<file path="src/rtl/servo_cmd_pkg.sv">
// servo_cmd_pkg: shared constants, instruction field positions, FSM states and the saturating step helper
package servo_cmd_pkg;
  localparam int INSTR_W = 11;
  localparam int POS_W = 7;
  localparam int MAX_SERVOS = 4;
  localparam logic [POS_W-1:0] POS_CENTER = 7'd64;
  localparam logic [1:0] OP_SET = 2'b00;
  localparam logic [1:0] OP_STEP = 2'b01;
  localparam logic [1:0] OP_MASK = 2'b10;
  localparam logic [1:0] OP_SYS = 2'b11;
  localparam int OP_HI = 10;
  localparam int OP_LO = 9;
  localparam int ID_HI = 8;
  localparam int ID_LO = 7;
  localparam int VAL_HI = 6;
  localparam int VAL_LO = 0;
  typedef enum logic {IDLE, EXEC} state_e;
  // val[6] is the sign (1 = decrement), val[5:0] the magnitude; result clamps to 0..127
  function automatic logic [POS_W-1:0] sat_step(input logic [POS_W-1:0] cur, input logic [POS_W-1:0] val);
    logic [POS_W:0] sum;
    sum = {1'b0, cur} + {2'b00, val[5:0]};
    return val[6] ? ((cur > {1'b0, val[5:0]}) ? cur - {1'b0, val[5:0]} : '0)
                  : (sum[POS_W] ? '1 : sum[POS_W-1:0]);
  endfunction
endpackage

</file>
<file path="src/rtl/servo_pwm_channel.sv">
// servo_pwm_channel: one PWM output with shadow position/enable reloaded at each frame start
// Ports: clk, rst_n (sync, active low); load_i frame-start strobe; pos_i/en_i live settings;
//   cnt_i shared frame counter; pwm_o pulse output.
module servo_pwm_channel
  import servo_cmd_pkg::*;
#(
  parameter int CW = 21,
  parameter int MIN_TICKS = 50000,
  parameter int STEP_TICKS = 394
) (
  input  logic             clk,
  input  logic             rst_n,
  input  logic             load_i,
  input  logic [POS_W-1:0] pos_i,
  input  logic             en_i,
  input  logic [CW-1:0]    cnt_i,
  output logic             pwm_o
);
  logic [POS_W-1:0] pos_q;
  logic en_q;
  always_ff @(posedge clk) begin
    if (!rst_n) begin
      pos_q <= POS_CENTER;
      en_q <= 1'b0;
    end else if (load_i) begin
      pos_q <= pos_i;
      en_q <= en_i;
    end
  end
  assign pwm_o = en_q && (cnt_i < CW'(MIN_TICKS) + CW'(pos_q) * CW'(STEP_TICKS));
endmodule

</file>
<file path="src/rtl/servo_command_exec.sv">
// servo_command_exec: executes assembled servo instructions and drives one PWM output per channel
// Ports: clk, rst_n (sync, active low); instruction/full from the serial assembler (full is async);
//   pwm_out per channel; cmd_done/cmd_err one-cycle status pulses; busy while an instruction
//   is in flight; frame_sync one-cycle pulse at the start of each PWM frame.
// Build option: define WATCHDOG_EN to clear the enable mask (and pulse cmd_err once) after
//   TIMEOUT_FRAMES frames without a legal instruction.
module servo_command_exec
  import servo_cmd_pkg::*;
#(
  parameter int NUM_SERVOS = 4,
  parameter int PERIOD_TICKS = 1000000,
  parameter int MIN_TICKS = 50000,
  parameter int STEP_TICKS = 394
`ifdef WATCHDOG_EN
  ,
  parameter int TIMEOUT_FRAMES = 50
`endif
) (
  input  logic                  clk,
  input  logic                  rst_n,
  input  logic [INSTR_W-1:0]    instruction,
  input  logic                  full,
  output logic [NUM_SERVOS-1:0] pwm_out,
  output logic                  cmd_done,
  output logic                  cmd_err,
  output logic                  busy,
  output logic                  frame_sync
);
  localparam int CW = $clog2(PERIOD_TICKS) + 1;
  state_e state_q, state_d;
  logic [2:0] sync_q;
  logic [1:0] vld_q;
  logic armed_q, evt, capture, drop, exec, legal, wr, wd_fire;
  logic done_q, err_q, fin_q;
  logic [INSTR_W-1:0] instr_q;
  logic [1:0] op, id;
  logic [POS_W-1:0] val;
  logic [POS_W-1:0] pos_q [MAX_SERVOS];
  logic [POS_W-1:0] pos_d [MAX_SERVOS];
  logic [NUM_SERVOS-1:0] en_q, en_d;
  logic [CW-1:0] cnt_q;

  assign op = instr_q[OP_HI:OP_LO];
  assign id = instr_q[ID_HI:ID_LO];
  assign val = instr_q[VAL_HI:VAL_LO];
  // sync_q[1] is the synchronised level, sync_q[2] its delayed copy. armed_q only rises once a
  // genuine post-reset sample of full is low, so a level held across reset cannot re-trigger.
  assign evt = sync_q[1] & ~sync_q[2] & armed_q;

  always_ff @(posedge clk) begin
    if (!rst_n) state_q <= IDLE;
    else state_q <= state_d;
  end

  always_comb begin
    state_d = capture ? EXEC : IDLE;
  end

  always_comb begin
    exec = state_q == EXEC;
    busy = exec | fin_q;
    capture = evt & ~busy;
    drop = evt & busy;
    cmd_done = done_q;
    cmd_err = err_q;
    frame_sync = rst_n & (cnt_q == '0);
  end

  always_comb begin
    legal = (op == OP_SYS) ? (val < 7'd2) : (op == OP_MASK) || (int'(id) < NUM_SERVOS);
    wr = exec & legal;
    pos_d = pos_q;
    en_d = en_q;
    if (wr && op == OP_SET) pos_d[id] = val;
    if (wr && op == OP_STEP) pos_d[id] = sat_step(pos_q[id], val);
    if (wr && op == OP_MASK) en_d = val[NUM_SERVOS-1:0];
    if (wr && op == OP_SYS) pos_d = '{default: POS_CENTER};
    if (wr && op == OP_SYS && val[0]) en_d = '0;
    if (wd_fire) en_d = '0;
  end

  always_ff @(posedge clk) begin
    if (!rst_n) begin
      sync_q <= '0;
      vld_q <= '0;
      armed_q <= 1'b0;
      instr_q <= '0;
      pos_q <= '{default: POS_CENTER};
      en_q <= '0;
      cnt_q <= '0;
      done_q <= 1'b0;
      err_q <= 1'b0;
      fin_q <= 1'b0;
    end else begin
      sync_q <= {sync_q[1:0], full};
      vld_q <= {vld_q[0], 1'b1};
      armed_q <= armed_q | (vld_q[1] & ~sync_q[1]);
      if (capture) instr_q <= instruction;
      pos_q <= pos_d;
      en_q <= en_d;
      cnt_q <= (cnt_q == CW'(PERIOD_TICKS - 1)) ? '0 : cnt_q + 1'b1;
      done_q <= wr;
      err_q <= (exec & ~legal) | drop | wd_fire;
      fin_q <= exec;
    end
  end

`ifdef WATCHDOG_EN
  logic [$clog2(TIMEOUT_FRAMES + 1)-1:0] wd_q;
  always_ff @(posedge clk) begin
    if (!rst_n) wd_q <= '0;
    else if (wr) wd_q <= '0;
    else if (frame_sync && int'(wd_q) < TIMEOUT_FRAMES) wd_q <= wd_q + 1'b1;
  end
  assign wd_fire = frame_sync & ~wr & (int'(wd_q) == TIMEOUT_FRAMES - 1);
`else
  assign wd_fire = 1'b0;
`endif

  // Shadows load at counter 0 from pos_q/en_q, i.e. the values before any same-cycle write
  for (genvar i = 0; i < NUM_SERVOS; i++) begin : g_ch
    servo_pwm_channel #(
      .CW(CW),
      .MIN_TICKS(MIN_TICKS),
      .STEP_TICKS(STEP_TICKS)
    ) u_ch (
      .clk(clk),
      .rst_n(rst_n),
      .load_i(frame_sync),
      .pos_i(pos_q[i]),
      .en_i(en_q[i]),
      .cnt_i(cnt_q),
      .pwm_o(pwm_out[i])
    );
  end
endmodule
</file>
<file path="config.mk">
export PLATFORM = sky130hd
export DESIGN_NAME = servo_command_exec
export DESIGN_NICKNAME = d
export VERILOG_FILES = /design/src/rtl/servo_cmd_pkg.sv /design/src/rtl/servo_pwm_channel.sv /design/src/rtl/servo_command_exec.sv
export SDC_FILE = /design/constraint.sdc
export NUM_CORES = 1
export LEC_CHECK = 0
export CAP_MARGIN = 10
export CORE_ASPECT_RATIO = 0.5
export CORE_MARGIN = 2
export CORE_UTILIZATION = 45
export DETAILED_ROUTE_END_ITERATION = 16
export GPL_ROUTABILITY_DRIVEN = 0
export PLACE_DENSITY = 0.7
export SYNTH_ARGS = -nofsm -noshare
export SYNTH_HDL_FRONTEND = slang
export SYNTH_SLANG_ARGS = --single-unit
</file>
<file path="constraint.sdc">
create_clock -name clk -period 15.1 [get_ports clk]
set_input_delay 1.51 -clock clk [delete_from_list [all_inputs] [get_ports clk]]
set_output_delay 1.51 -clock clk [all_outputs]
set_load 0.05 [all_outputs]
</file>
==> results.tsv, run 1 <==
stage	metric	value	unit
route	DR vias/cell	5.74	
synthesis	post-synthesis register bit count	106	
global_route	number of global-route vias before repair	8778	
floorplanning	Die X	221	um
floorplanning	initial core utilization	0.461	
clock_network	root buffer cell	clkbuf_16	
placed_design	post-placement cell area	11000	um^2
route	DRT Pass-1 Iters	5	
clock_network	# clock sinks	106	
timing	Final min period	7.52	ns
setup_path	crit start category	register	
clock_network	clk_lat worst skew	0.36	ns
global_route	pin count of the biggest net entering global routing	45	
floorplanning	Die ar.	24800	um^2
finish	share of layout cells above drive strength 1	0.0488	
placed_design	DP HPWL	19900	um
setup_path	Crit Path Category	register to output port	
timing	RSZ-0062 raised after global routing	no	
timing	Tcrit/Tclk final	0.498	
synthesis	post-synthesis cell count	1229	
synthesis	synth top area cells	ha_1 26%, dfxtp_1 20%, xnor2_1 5.1%	
setup_path	Worst Path Required	13.59	ns
route	DRC viols	0	
worst_hold_path	cell count of the worst hold path	1	
finish	Fill cells	2166	
route	final WL	25400	um
synthesis	Post-Syn Nets	1478	
synthesis	yosys synthesis warning count	0	
synthesis	Async SR Flop Fraction	0	
setup_path	Crit. End Element	output port	
global_route	first-pass GRT wire length	42700	um
clock_network	total CTS buffers	9	
placed_design	port bufs	21	
floorplanning	# rows	39	
power_and_ir_drop	Comb power frac	0.132	
setup_path	CP arrival	6.01	ns
finish	footprint of the multi-input gates	7890	um^2
synthesis	Yosys cell types	79	
power_and_ir_drop	largest vdd supply drop	0.0523	mV
clock_network	level count of the clock H-tree	3	
finish	fin nets	1473	
synthesis	most used flip-flop cell after synthesis	dfxtp_1	
power_and_ir_drop	Switching Fraction	0.279	
clock_network	clock buffer depth	2	
worst_hold_path	Min-Delay Endpoint	vld_q[1]$_SDFF_PN0_	
power_and_ir_drop	PwrDens	55.3	nW/um^2
floorplanning	I/O Pins	22	
finish	Ant. Diodes	0	
global_route	gr ovfl total	0	
power_and_ir_drop	Int Pwr	0.450	mW
global_route	initial antenna violation count	1	
floorplanning	Die Ht	112	um
worst_hold_path	Hold Path Class	register to register	
timing	Max-Slew Margin vs Limit	0.247	
setup_path	worst-path fanout max	7	
power_and_ir_drop	clock network fraction of design power	0.407	
setup_path	Reg2Reg Depth	9	
timing	setup TNS after final layout	0	ns
synthesis	Syn Area/Cell	8.61	um^2
run	maxcap violations	0	
synthesis	cell taking the most area after synthesis	ha_1	
clock_network	Post-CTS Setup Bufs	0	
clock_network	# hold bufs at CTS	0	
timing	Fmax achieved	0.133	GHz
power_and_ir_drop	LEAKAGE	5.32	nW
route	Vias	8820	
setup_path	r2r setup slk	11.27	ns
timing	Final Hold Viols	0	
global_route	total track usage	0.209	
route	Wirelength per Cell	16.5	um
worst_hold_path	Worst Hold Launch	vld_q[0]$_DFF_P_	
setup_path	Reg2Reg Capture Point	pos_q[15]$_SDFF_PP0_	
synthesis	Synth top area share	0.257	
timing	Finish-stage setup viols	0	
route	antenna-violating nets left	0	
synthesis	Post-synth EDFFs	0	
timing	Max Slew Vio Count	0	
finish	Design Area, Final	11300	um^2
synthesis	mapped cell area	10600	um^2
synthesis	register area share after synthesis	0.201	
clock_network	# resized after CTS	0	
clock_network	CTS tree	done	
timing	Final Skew	0.00999	ns
power_and_ir_drop	Tot Pwr	0.623	mW
route	Iteration-0 DRC Markers	747	
timing	worst slew pin tran	1.12	ns
power_and_ir_drop	Sequential Power Share	0.461	
power_and_ir_drop	switching pwr	0.174	mW
finish	register area	2120	um^2
status	status	finished, final reports clean	
floorplanning	Core Box Area	22900	um^2
clock_network	Clock Pin Slew Worst Setup and Hold Paths	0.08	ns
finish	P&R area growth vs syn	6.67	%
setup_path	RR Startpoint	instr_q[8]$_SDFFE_PN0P_	
## worst max path at each step
stage                                                   from          to  slack [ns]  depth (start not counted)
after floorplan           g_ch[3].u_ch.pos_q[4]$_SDFFE_PN0P_  pwm_out[3]        8.84                         19
after global placement    g_ch[3].u_ch.pos_q[4]$_SDFFE_PN0P_  pwm_out[3]        8.11                         18
after detailed placement  g_ch[1].u_ch.pos_q[6]$_SDFFE_PN1P_  pwm_out[1]        7.95                         22
after CTS                 g_ch[1].u_ch.pos_q[6]$_SDFFE_PN1P_  pwm_out[1]        7.56                         22
after global routing      g_ch[1].u_ch.pos_q[6]$_SDFFE_PN1P_  pwm_out[1]        7.09                         22
final                     g_ch[3].u_ch.pos_q[4]$_SDFFE_PN0P_  pwm_out[3]        7.58                         18
## layout make-up
| class | instances | area share |
|---|---|---|
| well taps | 307 | 0.0340 |
| multi-input cells | 995 | 0.699 |
| repair buffers | 25 | 0.0213 |
| clock buffers | 9 | 0.0200 |
| inverters | 87 | 0.0289 |
| flip-flops and latches | 106 | 0.188 |
| clock inverters | 7 | 0.00832 |
## power groups by stage
stage,sequential [mW],combinational [mW],clock (mW)
global placement,0.294,0.0781,0
finish,0.288,0.0822,0.254
floorplan,0.291,0.0660,0
CTS,0.287,0.0823,0.256
global route,0.288,0.0926,0.266
detailed placement,0.294,0.0811,0
## layer usage
metal  up-vias  wire (um)  track usage
met5         -         18            0
met4         2        531       0.0582
met3        51       1070       0.0356
met2       185      11600        0.364
met1      4193      12200        0.267
li1       4389          -            -
## cells in the mapped netlist, drive strengths merged (5+ instances only)
library cell  count
nor3             21
buf              25
mux4              7
or4               6
nand2           125
a21oi           108
o21a             16
and3             11
and4              5
and2              9
nand3            34
o2111ai           6
nand2b           10
nor2b             9
nor4              5
clkbuf           16
mux2i            18
nor2             71
ha              217
nand4            14
inv              86
xor2             43
a211oi           13
fa               18
o21ai            50
a21o             29
or3               7
a31oi            15
a41o              5
dfxtp           106
or2               7
xnor2            62
## cells by family after synthesis
family,synth area share
XOR/XNOR,0.0869
multiplexers,0.0362
buffers and inverters,0.0533
flip-flops,0.201
AND/OR/NAND/NOR,0.160
adder cells (fa/ha/maj),0.291
AO/OA/AOI/OAI,0.172
## cell usage in the layout (no fill, tap or decap), drive strengths merged, types with 14 or more instances in the layout
cell           Yosys  final
mux2i             18     18
xor2              43     43
a21o              29     29
nor3              21     21
a31oi             15     15
fa                18     18
a21oi            108    108
nand4             14     14
o21ai             50     50
ha               217    217
nor2              71     71
clkdlybuf4s50      0     21
o21a              16     16
nand3             34     34
inv               86     90
xnor2             62     62
nand2            125    125
dfxtp            106    106
## state kept, by name, indices dropped and copies added, names as in the netlist, 2 cells and up
register / count
sync_q: 3
cnt_q: 21
g_ch.u_ch.en_q: 4
instr_q: 11
en_q: 4
pos_q: 28
vld_q: 2
g_ch.u_ch.pos_q: 28
## per-stage QoR
stage / instances / util / setup slack (ns) / hold slack, ns
floorplan: 1229 / - / 8.84 / 0.412
global placement: 1520 / 0.478 / 8.11 / 0.415
detailed placement: 1520 / 0.478 / 7.95 / 0.424
CTS: 1536 / 0.492 / 7.56 / 0.444
global route: 1536 / 0.492 / 7.09 / 0.452
finish: 1536 / 0.492 / 7.58 / 0.439
## worst max-delay path, stage by stage (launching register included)
cell             delay, ns
dfxtp_1               0.43
ha_1                  0.28
ha_1                  0.30
inv_1                 0.06
fa_1                  0.50
inv_1                 0.04
ha_1                  0.38
a41o_1                0.28
a21oi_2               0.19
o21ai_2               0.10
a311oi_1              0.31
xor2_1                0.16
or4_4                 0.56
and3_1                0.20
ha_1                  0.17
or3b_2                0.46
a221o_1               0.27
a31oi_1               0.15
clkdlybuf4s50_1       0.83
(Power assumes the default switching activity.)
==> run 2: changes to the inputs <==
==> constraint.sdc (replaced) <==
create_clock -name clk -period 7.8 [get_ports clk]
set_input_delay 0.78 -clock clk [delete_from_list [all_inputs] [get_ports clk]]
set_output_delay 0.78 -clock clk [all_outputs]
set_load 0.05 [all_outputs]
==> results.tsv, run 2 (synthesis gave the netlist of run 1 again) <==
stage	metric	value	unit	change
worst_hold_path	Hold Path Class	register to register		
placed_design	port bufs	21		unchanged
worst_hold_path	cell count of the worst hold path	1		unchanged
route	DRT Pass-1 Iters	6		+1
floorplanning	Die ar.	24800	um^2	unchanged
clock_network	CTS tree	done		
clock_network	root buffer cell	clkbuf_16		
power_and_ir_drop	LEAKAGE	5.31	nW	-0.17%
route	Wirelength per Cell	16.4	um	-0.62%
route	Iteration-0 DRC Markers	740		-0.94%
clock_network	# clock sinks	106		unchanged
timing	setup TNS after final layout	0	ns	unchanged
timing	RSZ-0062 raised after global routing	no		
global_route	initial antenna violation count	1		unchanged
setup_path	Reg2Reg Depth	9		unchanged
clock_network	clk_lat worst skew	0.36	ns	about the same
setup_path	Worst Path Required	7.02	ns	-6.57 ns
floorplanning	# rows	39		unchanged
finish	Largest regs	g_ch.u_ch.pos_q (28), pos_q (28), cnt_q (21)		
finish	share of layout cells above drive strength 1	0.0480		-0.000814
clock_network	total CTS buffers	9		unchanged
setup_path	worst path cell trace	ha_1 -> ha_1 -> inv_1 -> fa_1 -> inv_1 -> ha_1 -> a41o_1 -> a21oi_2 -> o21ai_2 -> a311oi_1 -> xnor2_1 -> and3_1 -> xor2_1 -> ha_1 -> a21oi_1 -> nor2b_1 -> o21ai_0 -> o31ai_1 -> nor4b_1 -> nand2_1 -> a31oi_1 -> clkdlybuf4s50_1		
setup_path	crit path max-delay cell type	clkdlybuf4s50_1		
status	status	finished, final reports clean		
timing	worst slew pin tran	1.11	ns	-0.0158 ns
timing	Final Hold Viols	0		unchanged
global_route	total track usage	0.209		about the same
clock_network	level count of the clock H-tree	3		unchanged
setup_path	Crit. End Element	output port		
power_and_ir_drop	largest vdd supply drop	0.125	mV	+140%
clock_network	clock buffer depth	2		unchanged
floorplanning	Die X	221	um	unchanged
route	final WL	25200	um	-0.62%
clock_network	Post-CTS Setup Bufs	0		unchanged
finish	Ant. Diodes	0		unchanged
timing	Finish-stage setup viols	0		unchanged
setup_path	CP dominant cell by count	ha_1		
placed_design	DP HPWL	19800	um	-0.22%
run	maxcap violations	0		unchanged
floorplanning	initial core utilization	0.461		unchanged
finish	fin nets	1473		unchanged
power_and_ir_drop	PwrDens	104	nW/um^2	+87%
route	antenna-violating nets left	0		unchanged
global_route	number of global-route vias before repair	8749		-0.33%
clock_network	# resized after CTS	0		unchanged
route	DRC viols	0		unchanged
timing	Max-Slew Margin vs Limit	0.258		+0.0106
timing	Final Skew	0.0101	ns	+0.000115 ns
timing	Final min period	6.82	ns	
floorplanning	I/O Pins	22		unchanged
timing	worst setup margin	0.976	ns	-6.60 ns
timing	Max Slew Vio Count	0		unchanged
setup_path	crit start category	register		
finish	commonest non-fill, non-tap cell in the layout	ha_1		
setup_path	Crit Path Category	register to output port		
setup_path	worst-path fanout max	8		+1
global_route	first-pass GRT wire length	42600	um	-0.31%
global_route	pin count of the biggest net entering global routing	45		unchanged
finish	commonest non-fill, non-tap cells in the layout	217 x ha_1, 125 x nand2_1, 106 x dfxtp_1, 104 x a21oi_1, 86 x inv_1		
clock_network	# hold bufs at CTS	0		unchanged
floorplanning	Die Ht	112	um	unchanged
placed_design	pre-CTS setup slack	1.35	ns	-6.60 ns
setup_path	max incr delay on CP	0.86	ns	+0.03 ns
clock_network	Clock Pin Slew Worst Setup and Hold Paths	0.07	ns	about the same
timing	Fmax achieved	0.147	GHz	
timing	Tcrit/Tclk final	0.875		
route	DR vias/cell	5.76		+0.34%
setup_path	CP arrival	6.04	ns	+0.03 ns
route	Vias	8850		+0.34%
global_route	gr ovfl total	0		unchanged
floorplanning	Core Box Area	22900	um^2	unchanged
finish	P&R area growth vs syn	6.38	%	
==> run 2: cell types whose count changed in the layout (fill, tap and decap cells not counted) <==
| cell | before | now |
|---|---|---|
| clkinv_8 | 1 | 0 |
| clkinv_4 | 0 | 1 |
| clkbuf_8 | 0 | 1 |
| clkinv_2 | 0 | 1 |
| inv_6 | 2 | 1 |
| clkbuf_1 | 0 | 1 |
| clkinvlp_4 | 1 | 0 |
| bufinv_16 | 1 | 0 |
==> run 2: layout make-up <==
| type | instances | area, um^2 |
|---|---|---|
| Fill cell | 2162 | 11700 |
| Multi-Input combinational cell | 995 | 7890 |
| Sequential cell | 106 | 2120 |
| Tap cell | 307 | 384 |
| Inverter | 87 | 327 |
| Clock buffer | 11 | 243 |
| Timing Repair Buffer | 25 | 240 |
| Clock inverter | 5 | 45.0 |
==> run 2: final timing paths <==
| kind | to | start | slack (ns) |
|---|---|---|---|
| max reg2reg | pos_q[8]$_SDFF_PP0_ | instr_q[8]$_SDFFE_PN0P_ | 3.93 |
| min reg2reg | vld_q[1]$_SDFF_PN0_ | vld_q[0]$_DFF_P_ | 0.44 |
| min | vld_q[1]$_SDFF_PN0_ | vld_q[0]$_DFF_P_ | 0.44 |
| max | pwm_out[1] | g_ch[1].u_ch.pos_q[6]$_SDFFE_PN1P_ | 0.98 |
==> run 2: through the flow <==
stage | power (mW) | cell area, um^2 | std cells | hold slack, ns | utilization
final | 1.17 | 11300 | 1536 | 0.437 | 0.491
after global routing | 1.22 | 11300 | 1536 | 0.453 | 0.491
after CTS | 1.17 | 11300 | 1536 | 0.444 | 0.491
after floorplan | 0.692 | 10600 | 1229 | 0.412 | -
after detailed placement | 0.725 | 11000 | 1520 | 0.424 | 0.478
after global placement | 0.720 | 11000 | 1520 | 0.415 | 0.478
==> run 2: where the power goes <==
| part | total, mW | internal [mW] | switching (mW) | leakage, nW |
|---|---|---|---|---|
| registers | 0.556 | 0.547 | 0.00989 | 0.857 |
| logic | 0.158 | 0.0647 | 0.0932 | 4.31 |
| clock network | 0.451 | 0.231 | 0.220 | 0.144 |
==> run 2: layer usage <==
metal	routed length, um	track usage	share of wire	vias to the layer above
li1	-	-	-	4392
met5	0	0	0	-
met3	1250	0.0346	0.049	40
met2	11700	0.365	0.46	218
met4	414	0.0564	0.016	0
met1	11900	0.268	0.47	4200
==> run 2: critical path: cells and delay by family (launching register included) <==
family	cells	cell delay (ns)
buffers and inverters	3	0.95
adders and majority gates	5	1.72
xor gates and xnor gates	2	0.39
AOI/OAI and AO/OA	8	1.56
and+or+nand+nor	4	0.63
DFF	1	0.42
==> run 3: changes to the inputs <==
--- a/config.mk
+++ b/config.mk
@@ -5,6 +5,7 @@
 export SDC_FILE = /design/constraint.sdc
 export NUM_CORES = 1
 export LEC_CHECK = 0
+export ABC_AREA = 1
 export CAP_MARGIN = 10
 export CORE_ASPECT_RATIO = 0.5
 export CORE_MARGIN = 2
==> results.tsv, run 3 <==
stage	metric	value	unit	change
synthesis	synth top area cells	ha_1 24%, dfxtp_1 19%, nand2_1 14%		
placed_design	port bufs	21		unchanged
power_and_ir_drop	switching pwr	0.920	mW	+180%
global_route	number of global-route vias before repair	9393		+7.4%
route	DRC viols	0		unchanged
clock_network	CTS tree	done		
clock_network	clk_lat worst skew	0.37	ns	about the same
power_and_ir_drop	Comb power frac	0.501		+0.366
setup_path	Crit. End Element	output port		
synthesis	Post-synth EDFFs	0		unchanged
setup_path	Worst Path Required	7.02	ns	about the same
synthesis	count leader, synth	nand2_1		
setup_path	worst path cell trace	ha_1 -> fa_1 -> inv_1 -> fa_1 -> inv_1 -> ha_1 -> nand2_1 -> inv_1 -> a21oi_1 -> nand2_1 -> nand3_1 -> nand2_1 -> nor2_1 -> nand2_1 -> o21bai_1 -> nand2_1 -> ha_1 -> a21oi_1 -> nor2_1 -> nor4_1 -> nand3_1 -> nor2_1 -> clkdlybuf4s50_1		
timing	Final Hold Viols	0		unchanged
synthesis	Yosys cell types	42		-47%
setup_path	crit start category	register		
finish	register area	2120	um^2	unchanged
synthesis	Post-synth top cells	410 x nand2_1, 285 x inv_1, 217 x ha_1, 131 x nor2_1, 117 x nand3_1		
worst_hold_path	Hold Path Class	register to register		
power_and_ir_drop	PwrDens	174	nW/um^2	+68%
floorplanning	# rows	40		+2.6%
clock_network	clock buffer depth	2		unchanged
synthesis	Async SR Flop Fraction	0		unchanged
synthesis	Syn Area/Cell	6.76	um^2	-21%
timing	RSZ-0062 raised after global routing	no		
setup_path	CP dominant cell by count	nand2_1		
global_route	initial antenna violation count	0		-1
synthesis	yosys synthesis warning count	0		unchanged
power_and_ir_drop	largest vdd supply drop	0.123	mV	-1.9%
timing	Tcrit/Tclk final	0.776		-0.0988
setup_path	CP arrival	5.27	ns	-0.77 ns
clock_network	# hold bufs at CTS	0		unchanged
finish	footprint of the multi-input gates	7950	um^2	+0.79%
synthesis	cell taking the most area after synthesis	ha_1		
setup_path	Crit Path Category	register to output port		
finish	commonest non-fill, non-tap cell in the layout	nand2_1		
synthesis	register area share after synthesis	0.188		-0.0131
placed_design	DP HPWL	21300	um	+7.6%
power_and_ir_drop	Sequential Power Share	0.279		-0.198
clock_network	Clock Pin Slew Worst Setup and Hold Paths	0.08	ns	about the same
synthesis	most used flip-flop cell after synthesis	dfxtp_1		
timing	worst slew pin tran	0.886	ns	-0.220 ns
timing	Final Skew	0.00972	ns	-0.000385 ns
run	maxcap violations	0		unchanged
route	DRT Pass-1 Iters	5		-1
synthesis	post-synthesis register bit count	106		unchanged
route	Wirelength per Cell	13.4	um	-18%
clock_network	Post-CTS Setup Bufs	0		unchanged
finish	P&R area growth vs syn	7.07	%	
route	DR vias/cell	5.07		-12%
floorplanning	Die X	228	um	+3.4%
timing	Finish-stage setup viols	0		unchanged
floorplanning	Die ar.	26500	um^2	+6.8%
floorplanning	Die Ht	116	um	+3.3%
clock_network	# resized after CTS	0		unchanged
setup_path	crit path max-delay cell type	clkdlybuf4s50_1		
synthesis	mapped cell area	11300	um^2	+7.0%
clock_network	total CTS buffers	9		unchanged
setup_path	worst-path fanout max	5		-3
status	status	finished, final reports clean		
route	Iteration-0 DRC Markers	770		+4.1%
power_and_ir_drop	Int Pwr	1.19	mW	+41%
synthesis	Post-Syn Nets	1922		+30%
timing	setup TNS after final layout	0	ns	unchanged
floorplanning	initial core utilization	0.465		+0.00402
finish	share of layout cells above drive strength 1	0.0250		-0.0230
timing	worst setup margin	1.75	ns	+0.771 ns
global_route	gr ovfl total	0		unchanged
finish	Ant. Diodes	0		unchanged
clock_network	root buffer cell	clkbuf_16		
route	final WL	27100	um	+7.5%
power_and_ir_drop	Switching Fraction	0.436		+0.159
clock_network	level count of the clock H-tree	3		unchanged
timing	Fmax achieved	0.165	GHz	+13%
global_route	total track usage	0.211		+0.00271
synthesis	post-synthesis cell count	1673		+36%
route	antenna-violating nets left	0		unchanged
finish	fin nets	1926		+31%
finish	commonest non-fill, non-tap cells in the layout	409 x nand2_1, 285 x inv_1, 217 x ha_1, 131 x nor2_1, 117 x nand3_1		
global_route	pin count of the biggest net entering global routing	62		+38%
route	Vias	10200		+16%
placed_design	pre-CTS setup slack	2.10	ns	+0.750 ns
global_route	first-pass GRT wire length	45500	um	+7.0%
finish	Largest regs	g_ch.u_ch.pos_q (28), pos_q (28), cnt_q (21)		
setup_path	max incr delay on CP	0.81	ns	-0.05 ns
timing	Max Slew Vio Count	0		unchanged
power_and_ir_drop	clock network fraction of design power	0.219		-0.168
floorplanning	Core Box Area	24300	um^2	+6.1%
timing	Max-Slew Margin vs Limit	0.407		+0.149
clock_network	# clock sinks	106		unchanged
finish	Fill cells	2485		+15%
floorplanning	I/O Pins	22		unchanged
power_and_ir_drop	LEAKAGE	6.74	nW	+27%
timing	Final min period	6.05	ns	-0.771 ns
synthesis	Synth top area share	0.240		-0.0167
run 3: changes by cell type after synthesis, moves of 14 or more:
cell | previous run | this run
a211oi_1 | 13 | 29
a21o_1 | 29 | 10
inv_1 | 86 | 285
mux2i_1 | 18 | 0
nand2_1 | 125 | 410
nand3_1 | 34 | 117
nor2_1 | 71 | 131
o21a_1 | 16 | 2
xnor2_1 | 62 | 16
xor2_1 | 43 | 25
run 3: power by group through the flow:
stage	clock [mW]	combinational [mW]	sequential, mW
global placement	0	1.04	0.603
global route	0.493	1.25	0.595
finish	0.463	1.06	0.590
detailed placement	0	1.05	0.604
CTS	0.468	1.06	0.591
floorplan	0	0.849	0.594
run 3: logic make-up (layout without fill, tap and decap cells):
logic type	count (synthesis)	after routing	synth area share
xor gates and xnor gates	41	41	0.0317
and+or+nand+nor	736	736	0.275
AOI/OAI and AO/OA	236	236	0.124
buffers and inverters	319	328	0.110
adders and majority gates	235	235	0.272
DFF	106	106	0.188
run 3: worst max-delay path: cells and delay by family, from the launching register on:
family                   cells  cell delay, ns
AND/OR/NAND/NOR             11            1.33
AO/OA/AOI/OAI                3            0.43
flip-flops                   1            0.36
buffers and inverters        4            0.96
adder cells (fa/ha/maj)      5            1.81
run 3: through the flow:
step                      hold WS, ns  cells  utilization  total power, mW  instance area (um^2)
final                           0.414   2018        0.498             2.11                 12100
after global placement          0.392   2002        0.486             1.64                 11800
after CTS                       0.417   2018        0.498             2.12                 12100
after detailed placement        0.398   2002        0.486             1.65                 11800
after floorplan                 0.390   1673            -             1.44                 11300
after global routing            0.436   2018        0.498             2.33                 12100
run 3: area by class of cell:
type / count / share of cell area
clock buffers: 9 / 0.0186
clock inverters: 7 / 0.00599
inverters: 286 / 0.0886
multi-input cells: 1248 / 0.657
flip-flops and latches: 106 / 0.175
well taps: 336 / 0.0347
repair buffers: 26 / 0.0204
run 3: worst paths after layout:
check                                          start                   end  slack, ns  cells after the start
hold reg to reg                     vld_q[0]$_DFF_P_   vld_q[1]$_SDFF_PN0_       0.41                      2
setup / recovery  g_ch[2].u_ch.pos_q[4]$_SDFFE_PN0P_            pwm_out[2]       1.75                     23
hold / removal                      vld_q[0]$_DFF_P_   vld_q[1]$_SDFF_PN0_       0.41                      2
setup reg to reg             instr_q[7]$_SDFFE_PN0P_  pos_q[27]$_SDFF_PP1_       4.78                     19
run 3: layer usage:
metal  routed length, um  share of wire  global-route usage
met3                1210          0.045              0.0242
met1               13900           0.51               0.297
met5                   0              0                   0
met2               11500           0.43               0.351
met4                 431          0.016              0.0492
